<file path="config.mk">
export PLATFORM = sky130hd
export DESIGN_NAME = esfa_sequencer_flat
export DESIGN_NICKNAME = d
export VERILOG_FILES = /design/src/rtl/esfa_pkg.sv /design/src/rtl/esfa_if.sv /design/src/rtl/esfa_prio_enc.sv /design/src/rtl/esfa_sequencer.sv /design/src/flat_wrapper.sv
export SDC_FILE = /design/constraint.sdc
export NUM_CORES = 1
export LEC_CHECK = 0
export CAP_MARGIN = 5
export CORE_ASPECT_RATIO = 0.8
export CORE_UTILIZATION = 41
export DETAILED_ROUTE_END_ITERATION = 7
export GPL_TIMING_DRIVEN = 0
export PLACE_DENSITY_LB_ADDON = 0.25
export SLEW_MARGIN = 10
export SYNTH_ARGS = -nofsm -noshare
export SYNTH_HDL_FRONTEND = slang
export SYNTH_SLANG_ARGS = --single-unit
</file>
<file path="constraint.sdc">
create_clock -name clk -period 3.1 [get_ports clk]
set_clock_uncertainty 0.05 [all_clocks]
set_input_delay 0.62 -clock clk [delete_from_list [all_inputs] [get_ports clk]]
set_output_delay 0.62 -clock clk [all_outputs]
set_load 0.01 [all_outputs]
</file>
<file path="src/rtl/esfa_pkg.sv">
// Purpose : shared opcodes, cell selector codes, FSM state type and helpers for the sequencer.
// Latency : n/a (types, constants and pure functions only).
// Backpr. : n/a.
package esfa_pkg;

   localparam int DEFAULT_NCELLS = 8;

   // Command opcodes; 3'd5 and 3'd7 are illegal.
   localparam logic [2:0] OP_NEW    = 3'd0;
   localparam logic [2:0] OP_LOOKUP = 3'd1;
   localparam logic [2:0] OP_ENCODE = 3'd2;
   localparam logic [2:0] OP_INSERT = 3'd3;
   localparam logic [2:0] OP_REMOVE = 3'd4;
   localparam logic [2:0] OP_ENRANK = 3'd6;

   // Cell selector codes broadcast to every cell.
   localparam logic [7:0] SEL_NEW_WRITE    = 8'd0;
   localparam logic [7:0] SEL_LOOKUP       = 8'd1;
   localparam logic [7:0] SEL_ENCODE       = 8'd2;
   localparam logic [7:0] SEL_INSERT_WRITE = 8'd3;
   localparam logic [7:0] SEL_REMOVE       = 8'd4;
   localparam logic [7:0] SEL_FREE_QUERY   = 8'd5;
   localparam logic [7:0] SEL_ENRANK       = 8'd6;
   localparam logic [7:0] SEL_RSVD7        = 8'd7;
   localparam logic [7:0] SEL_RSVD8        = 8'd8;
   localparam logic [7:0] SEL_IDLE         = 8'hFF;

   typedef enum logic [2:0] {
      ST_IDLE,
      ST_ISSUE,
      ST_WAIT,
      ST_PICK,
      ST_WRITE,
      ST_WWAIT,
      ST_RESP
   } state_t;

   function automatic logic op_legal(input logic [2:0] op);
      return !(op == 3'd5 || op == 3'd7);
   endfunction

   // NEW and INSERT need a free-cell search followed by a write phase.
   function automatic logic op_two_phase(input logic [2:0] op);
      return (op == OP_NEW) || (op == OP_INSERT);
   endfunction

   function automatic logic [7:0] issue_sel(input logic [2:0] op);
      logic [7:0] sel;
      sel = SEL_IDLE;
      case (op)
         OP_NEW, OP_INSERT: sel = SEL_FREE_QUERY;
         OP_LOOKUP:         sel = SEL_LOOKUP;
         OP_ENCODE:         sel = SEL_ENCODE;
         OP_REMOVE:         sel = SEL_REMOVE;
         OP_ENRANK:         sel = SEL_ENRANK;
         default:           sel = SEL_IDLE;
      endcase
      return sel;
   endfunction

endpackage

</file>
<file path="src/rtl/esfa_if.sv">
// Purpose : command/response handshake bundle between a host and the sequencer.
// Latency : n/a (wires only).
// Backpr. : cmd_ready throttles the host; rsp_ready holds the sequencer's response.
// Ports   : cmd_valid/cmd_ready + cmd_op/handle/index/value/code/rank,
//           rsp_valid/rsp_ready + rsp_ok/value/context.
interface esfa_if;
   logic       cmd_valid;
   logic       cmd_ready;
   logic [2:0] cmd_op;
   logic [7:0] cmd_handle;
   logic [7:0] cmd_index;
   logic [7:0] cmd_value;
   logic [7:0] cmd_code;
   logic [7:0] cmd_rank;
   logic       rsp_valid;
   logic       rsp_ready;
   logic       rsp_ok;
   logic [7:0] rsp_value;
   logic [7:0] rsp_context;

   modport master (
      output cmd_valid, cmd_op, cmd_handle, cmd_index, cmd_value, cmd_code, cmd_rank, rsp_ready,
      input  cmd_ready, rsp_valid, rsp_ok, rsp_value, rsp_context
   );

   modport slave (
      input  cmd_valid, cmd_op, cmd_handle, cmd_index, cmd_value, cmd_code, cmd_rank, rsp_ready,
      output cmd_ready, rsp_valid, rsp_ok, rsp_value, rsp_context
   );
endinterface

</file>
<file path="src/rtl/esfa_prio_enc.sv">
// Purpose : lowest-set-bit priority encoder over an N-bit vector.
// Latency : combinational.
// Backpr. : none.
// Ports   : vec (N bits) in; found flag and idx (lowest set position) out; idx=0 when none set.
module esfa_prio_enc #(
   parameter int N  = 8,
   parameter int IW = (N > 1) ? $clog2(N) : 1
) (
   input  logic [N-1:0]  vec,
   output logic          found,
   output logic [IW-1:0] idx
);

   // Scan high to low so the lowest set bit is the last one written.
   always_comb begin
      found = 1'b0;
      idx   = '0;
      for (int i = N - 1; i >= 0; i--) begin
         if (vec[i]) begin
            found = 1'b1;
            idx   = IW'(i);
         end
      end
   end

endmodule

</file>
<file path="src/rtl/esfa_sequencer.sv">
// Purpose : sequences commands onto a broadcast bus of NCELLS memory cells and gathers their replies.
// Latency : response 2 edges after accept (single-phase), 5 (NEW/INSERT), 3 (no free cell), 1 (illegal).
// Backpr. : cmd_ready only in IDLE; response held stable in RESP until rsp_ready.
// Ports   : clk, reset (sync, active-low), bus (esfa_if.slave), cell broadcast outputs
//           (selector, operands, qualifiers), cell_bool/result/context gathered inputs.
module esfa_sequencer
   import esfa_pkg::*;
#(
   parameter int NCELLS = DEFAULT_NCELLS
) (
   input  logic                clk,
   input  logic                reset,
   esfa_if.slave               bus,
   output logic [7:0]          selector,
   output logic [7:0]          queried_handle,
   output logic [7:0]          available_handle,
   output logic [7:0]          inserted_index,
   output logic [7:0]          inserted_value,
   output logic [7:0]          given_code,
   output logic [7:0]          given_rank,
   output logic                is_available_handle,
   output logic                is_given_code,
   output logic                is_given_rank,
   input  logic [NCELLS-1:0]   cell_bool,
   input  logic [8*NCELLS-1:0] cell_result,
   input  logic [8*NCELLS-1:0] cell_context
);

   localparam int IW = (NCELLS > 1) ? $clog2(NCELLS) : 1;

   state_t          state;
   logic [2:0]      op_q;
   logic            illegal_pend;
   logic            free_found;
   logic [IW-1:0]   free_idx;
   logic            enc_found;
   logic [IW-1:0]   enc_idx;
   logic [7:0]      res_arr [NCELLS];
   logic [7:0]      ctx_arr [NCELLS];

   esfa_prio_enc #(.N(NCELLS), .IW(IW)) u_enc (
      .vec   (cell_bool),
      .found (enc_found),
      .idx   (enc_idx)
   );

   always_comb begin
      for (int i = 0; i < NCELLS; i++) begin
         res_arr[i] = cell_result[8*i +: 8];
         ctx_arr[i] = cell_context[8*i +: 8];
      end
   end

   always_ff @(posedge clk) begin
      if (!reset) begin
         state               <= ST_IDLE;
         op_q                <= 3'd0;
         illegal_pend        <= 1'b0;
         free_found          <= 1'b0;
         free_idx            <= '0;
         selector            <= SEL_IDLE;
         queried_handle      <= 8'd0;
         available_handle    <= 8'd0;
         inserted_index      <= 8'd0;
         inserted_value      <= 8'd0;
         given_code          <= 8'd0;
         given_rank          <= 8'd0;
         is_available_handle <= 1'b0;
         is_given_code       <= 1'b0;
         is_given_rank       <= 1'b0;
         bus.cmd_ready       <= 1'b0;
         bus.rsp_valid       <= 1'b0;
         bus.rsp_ok          <= 1'b0;
         bus.rsp_value       <= 8'd0;
         bus.rsp_context     <= 8'd0;
      end else begin
         case (state)
            ST_IDLE: begin
               if (illegal_pend) begin
                  // Illegal ops spend one edge here so the response lands one edge after accept.
                  illegal_pend    <= 1'b0;
                  bus.rsp_valid   <= 1'b1;
                  bus.rsp_ok      <= 1'b0;
                  bus.rsp_value   <= 8'd0;
                  bus.rsp_context <= 8'd0;
                  state           <= ST_RESP;
               end else begin
                  bus.cmd_ready <= 1'b1;
                  if (bus.cmd_valid && bus.cmd_ready) begin
                     bus.cmd_ready  <= 1'b0;
                     op_q           <= bus.cmd_op;
                     queried_handle <= bus.cmd_handle;
                     inserted_index <= bus.cmd_index;
                     inserted_value <= bus.cmd_value;
                     given_code     <= bus.cmd_code;
                     given_rank     <= bus.cmd_rank;
                     is_given_code  <= bus.cmd_op inside {OP_LOOKUP, OP_INSERT, OP_REMOVE};
                     is_given_rank  <= (bus.cmd_op == OP_INSERT);
                     if (op_legal(bus.cmd_op)) begin
                        selector <= issue_sel(bus.cmd_op);
                        state    <= ST_ISSUE;
                     end else begin
                        illegal_pend <= 1'b1;
                     end
                  end
               end
            end

            ST_ISSUE: begin
               selector <= SEL_IDLE;
               state    <= ST_WAIT;
            end

            ST_WAIT: begin
               if (op_two_phase(op_q)) begin
                  // Cells answered the free query; remember the lowest free one.
                  free_found <= enc_found;
                  free_idx   <= enc_idx;
                  state      <= ST_PICK;
               end else begin
                  bus.rsp_valid   <= 1'b1;
                  bus.rsp_ok      <= |cell_bool;
                  bus.rsp_value   <= enc_found ? res_arr[enc_idx] : 8'd0;
                  bus.rsp_context <= enc_found ? ctx_arr[enc_idx] : 8'd0;
                  state           <= ST_RESP;
               end
            end

            ST_PICK: begin
               if (!free_found) begin
                  bus.rsp_valid   <= 1'b1;
                  bus.rsp_ok      <= 1'b0;
                  bus.rsp_value   <= 8'hFF;
                  bus.rsp_context <= 8'd0;
                  state           <= ST_RESP;
               end else begin
                  selector            <= (op_q == OP_NEW) ? SEL_NEW_WRITE : SEL_INSERT_WRITE;
                  available_handle    <= 8'(free_idx);
                  is_available_handle <= 1'b1;
                  state               <= ST_WRITE;
               end
            end

            ST_WRITE: begin
               selector            <= SEL_IDLE;
               is_available_handle <= 1'b0;
               state               <= ST_WWAIT;
            end

            ST_WWAIT: begin
               bus.rsp_valid   <= 1'b1;
               bus.rsp_ok      <= cell_bool[free_idx];
               bus.rsp_value   <= 8'(free_idx);
               bus.rsp_context <= (op_q == OP_NEW) ? ctx_arr[free_idx] : 8'd0;
               state           <= ST_RESP;
            end

            ST_RESP: begin
               if (bus.rsp_ready) begin
                  bus.rsp_valid <= 1'b0;
                  bus.cmd_ready <= 1'b1;
                  state         <= ST_IDLE;
               end
            end

            default: state <= ST_IDLE;
         endcase
      end
   end

endmodule

</file>
<file path="src/flat_wrapper.sv">
// flat-port wrapper written by rule: the top's interface ports become plain ports
module esfa_sequencer_flat import esfa_pkg::*;
#(
   parameter int NCELLS = DEFAULT_NCELLS
)
  (clk, reset, selector, queried_handle, available_handle, inserted_index, inserted_value, given_code, given_rank, is_available_handle, is_given_code, is_given_rank, cell_bool, cell_result, cell_context, bus_cmd_valid, bus_cmd_op, bus_cmd_handle, bus_cmd_index, bus_cmd_value, bus_cmd_code, bus_cmd_rank, bus_rsp_ready, bus_cmd_ready, bus_rsp_valid, bus_rsp_ok, bus_rsp_value, bus_rsp_context);
  esfa_if bus_i ();
  input  logic clk;
  input  logic reset;
  output logic [7:0] selector;
  output logic [7:0] queried_handle;
  output logic [7:0] available_handle;
  output logic [7:0] inserted_index;
  output logic [7:0] inserted_value;
  output logic [7:0] given_code;
  output logic [7:0] given_rank;
  output logic is_available_handle;
  output logic is_given_code;
  output logic is_given_rank;
  input  logic [NCELLS-1:0] cell_bool;
  input  logic [8*NCELLS-1:0] cell_result;
  input  logic [8*NCELLS-1:0] cell_context;
  input wire logic [$bits(bus_i.cmd_valid)-1:0] bus_cmd_valid;
  input wire logic [$bits(bus_i.cmd_op)-1:0] bus_cmd_op;
  input wire logic [$bits(bus_i.cmd_handle)-1:0] bus_cmd_handle;
  input wire logic [$bits(bus_i.cmd_index)-1:0] bus_cmd_index;
  input wire logic [$bits(bus_i.cmd_value)-1:0] bus_cmd_value;
  input wire logic [$bits(bus_i.cmd_code)-1:0] bus_cmd_code;
  input wire logic [$bits(bus_i.cmd_rank)-1:0] bus_cmd_rank;
  input wire logic [$bits(bus_i.rsp_ready)-1:0] bus_rsp_ready;
  output wire logic [$bits(bus_i.cmd_ready)-1:0] bus_cmd_ready;
  output wire logic [$bits(bus_i.rsp_valid)-1:0] bus_rsp_valid;
  output wire logic [$bits(bus_i.rsp_ok)-1:0] bus_rsp_ok;
  output wire logic [$bits(bus_i.rsp_value)-1:0] bus_rsp_value;
  output wire logic [$bits(bus_i.rsp_context)-1:0] bus_rsp_context;
  assign bus_i.cmd_valid = bus_cmd_valid;
  assign bus_i.cmd_op = bus_cmd_op;
  assign bus_i.cmd_handle = bus_cmd_handle;
  assign bus_i.cmd_index = bus_cmd_index;
  assign bus_i.cmd_value = bus_cmd_value;
  assign bus_i.cmd_code = bus_cmd_code;
  assign bus_i.cmd_rank = bus_cmd_rank;
  assign bus_i.rsp_ready = bus_rsp_ready;
  assign bus_cmd_ready = bus_i.cmd_ready;
  assign bus_rsp_valid = bus_i.rsp_valid;
  assign bus_rsp_ok = bus_i.rsp_ok;
  assign bus_rsp_value = bus_i.rsp_value;
  assign bus_rsp_context = bus_i.rsp_context;
  esfa_sequencer #(.NCELLS(NCELLS)) u_core (.clk(clk), .reset(reset), .bus(bus_i), .selector(selector), .queried_handle(queried_handle), .available_handle(available_handle), .inserted_index(inserted_index), .inserted_value(inserted_value), .given_code(given_code), .given_rank(given_rank), .is_available_handle(is_available_handle), .is_given_code(is_given_code), .is_given_rank(is_given_rank), .cell_bool(cell_bool), .cell_result(cell_result), .cell_context(cell_context));
endmodule
</file>
==> out/results.tsv <==
metric	value	unit
global route overflow	0	
fin. max-slew vios	0	
Post-synth EDFFs	0	
antenna cells	0	
chip width	127	um
initial core utilization	42.2	%
crit path cell chain	clkdlybuf4s50_1 -> or2_2 -> clkbuf_1 -> o21ai_1 -> and2_1 -> buf_2 -> clkbuf_4 -> mux2i_1 -> o22ai_1 -> o311a_1	
H-Tree Depth	3	
worst min path class	reg2reg	
dpl cells	1033	
Non-Filler Instances	1047	
worst slew pin tran	0.980	ns
Critical Path AT	3.17	ns
CTS sink cnt	80	
Syn Area/Cell	8.49	sq um
Max FO, Critical Path	10	
Die ar.	13000	sq um
Fin. Hold Viols	0	
most common cell after layout, fill and taps aside	clkdlybuf4s50_1	
layout cells sized above 1	8.56	%
Post-Layout Inst Area	8180	sq um
Worst Setup Path Type	in2reg	
synthesized instance count	607	
post-DP HPWL	15.6	mm
Final ANT Viol Nets	0	
first-pass GRT wire length	29.7	mm
endpoints failing setup	0	
min Tclk post-route	3.00	ns
core footprint	12200	sq um
Ports	261	
commonest cells after routing, fill and taps aside	251 x clkdlybuf4s50_1, 144 x nand2_1, 80 x dfxtp_1	
Worst-path clk slew	0.06	ns
Initial DRC Count	590	
endpoint class of the critical path	flop	
ys async rst share	0	%
Vias/cell	5.57	
Vert. Die Dim	102	um
fin crit share	96.8	%
Crit path largest cell delay	0.49	ns
Total Wirelength	19.8	mm
Required @ worst endpoint	3.26	ns
peak supply drop	0.381	mV
PD cells	571	nW/um^2
Max-slew headroom	34.7	%
WL per Instance	18.9	um
cts hold-fix bufs	0	
Worst Setup Start Kind	input port	
maximum root-to-sink buffer count	2	
Remaining DRCs	0	
Vias	5835	
status	finished, final reports clean	
synth unique cells	54	
area delta synth->final	58.8	%
CP bufs+invs	4	
IO Port Bufs	251	
Worst-Skew Late Latency	0.33	ns
slowest stage cell, crit path	clkdlybuf4s50_1	
Max-Cap Viols	0	
GP Congestion	0.943	
RSZ-0062 raised after global routing	no	
synthesis-stage register bit count	80	
crit-path leading delay family	buffers and inverters	
GRT Util Overall	29.7	%
Root Driver	clkbuf_16	
total CTS buffers	9	
Crit. path cell count	10	
CTS tree	yes	
Cells on Worst Hold Path	2	
sequential cell area fraction in the yosys report	31.1	%
vias in the first global route	5589	
placed inst area	7900	sq um
initial antenna violation count	0	
main flop type after synthesis	dfxtp_1	
DR pass1 iterations	7	
Yosys warning total	0	
Nets	1055	
FF-to-FF path depth	6	
Fmax achieved	0.333	GHz
largest net degree at the start of global routing	14	
Pleak	3.04	nW
synthesized area	5150	sq um
Site Rows	36	
layout make-up:
class                      instances  area, sq um
clock inverter                     5         33.8
multi-input combinational        467         3280
fill                            1052         4030
sequential                        80         1600
clock buffer                      10          229
timing repair buffer             251         2510
inverter                           5         18.8
buffer                            58          289
tap                              171          214
logic make-up after synthesis:
logic type	Yosys count	share of synthesized area, %
compound gates	153	22.0
buf+inv	64	5.83
flops	80	31.1
mux	77	20.3
simple gates	230	20.3
xor+xnor	2	0.340
other cells	1	0.0728
worst reg2reg max path, cell delays in order (launching register included):
cell	delay, ns
dfxtp_1	0.45
buf_1	0.55
clkbuf_1	0.66
mux4_2	0.41
mux2i_1	0.15
o22ai_1	0.11
a2111o_1	0.36
routing by layer:
| layer | up-vias | global-route usage, % | share of wire, % |
|---|---|---|---|
| met5 | - | 0 | 0 |
| met4 | 0 | 8.24 | 1.8 |
| met3 | 41 | 7.70 | 9.6 |
| met2 | 294 | 50.1 | 49 |
| met1 | 2770 | 37.8 | 40 |
| li1 | 2730 | - | - |
registers in the layout, summed over array words and instances (netlist names):
name and count:
u_core.is_given_code 1, u_core.state 3, u_core.op_q 3, u_core.given_code 8
u_core.bus.cmd_ready 1, u_core.bus.rsp_ok 1, u_core.free_found 1, u_core.queried_handle 8
u_core.is_given_rank 1, u_core.selector 4, u_core.inserted_value 8, u_core.bus.rsp_valid 1
u_core.illegal_pend 1, u_core.available_handle 3, u_core.bus.rsp_context 8, u_core.given_rank 8
u_core.inserted_index 8, u_core.is_available_handle 1, u_core.bus.rsp_value 8, u_core.free_idx 3
cells in the mapped netlist, types with 7 or more instances:
| library cell | number | area share [%] |
|---|---|---|
| buf_4 | 9 | 1.3 |
| dfxtp_1 | 80 | 31 |
| clkbuf_1 | 31 | 2.3 |
| a21boi_0 | 48 | 7.0 |
| buf_2 | 9 | 0.87 |
| nor3_1 | 7 | 0.68 |
| mux4_2 | 22 | 9.6 |
| nor2_1 | 22 | 1.6 |
| nand3_1 | 12 | 1.2 |
| buf_1 | 8 | 0.58 |
| nor2b_1 | 13 | 1.6 |
| nand2_1 | 144 | 10 |
| a211oi_1 | 8 | 1.2 |
| a21oi_1 | 14 | 1.4 |
| o22ai_1 | 12 | 1.5 |
| mux2i_1 | 53 | 10 |
| a31oi_1 | 7 | 0.85 |
| o21ai_0 | 16 | 1.6 |
through the flow:
| stage | power, mW | hold WS [ns] | setup TNS [ns] | util [%] | setup WS (ns) |
|---|---|---|---|---|---|
| 2_1_floorplan | 2.69 | 0.418 | 0 | - | 0.484 |
| 3_3_place_gp | 3.62 | 0.389 | -4.96 | 64.7 | -0.389 |
| 3_5_place_dp | 3.68 | 0.391 | -5.49 | 64.7 | -0.412 |
| 4_1_cts | 4.65 | 0.404 | -0.538 | 66.9 | -0.0813 |
| 5_1_grt | 4.94 | 0.432 | 0 | 67.0 | 0.0292 |
| 6_report | 4.67 | 0.401 | 0 | 67.0 | 0.0986 |
power breakdown:
group	switching (mW)	internal [mW]
Sequential	0.139	1.24
Combinational	1.21	1.12
Clock	0.430	0.538
worst paths after layout:
check | startpoint | endpoint | slack [ns]
worst min-delay path | u_core.bus.rsp_value[4] | u_core.bus.rsp_value[4] | 0.40
worst min register to register | u_core.bus.rsp_value[4] | u_core.bus.rsp_value[4] | 0.40
worst max-delay path | cell_bool[4] | u_core.bus.rsp_value[1] | 0.1
worst max register to register | u_core.free_idx[1] | u_core.bus.rsp_context[4] | 0.24
timing repair:
item / in CTS / in global routing
endpoints found under the hold margin: 0 / 0
setup endpoints to repair: 10 / 15
resized for setup: 1 / 10
setup buffers: 0 / 0
Power figures use the tool's default switching activity.
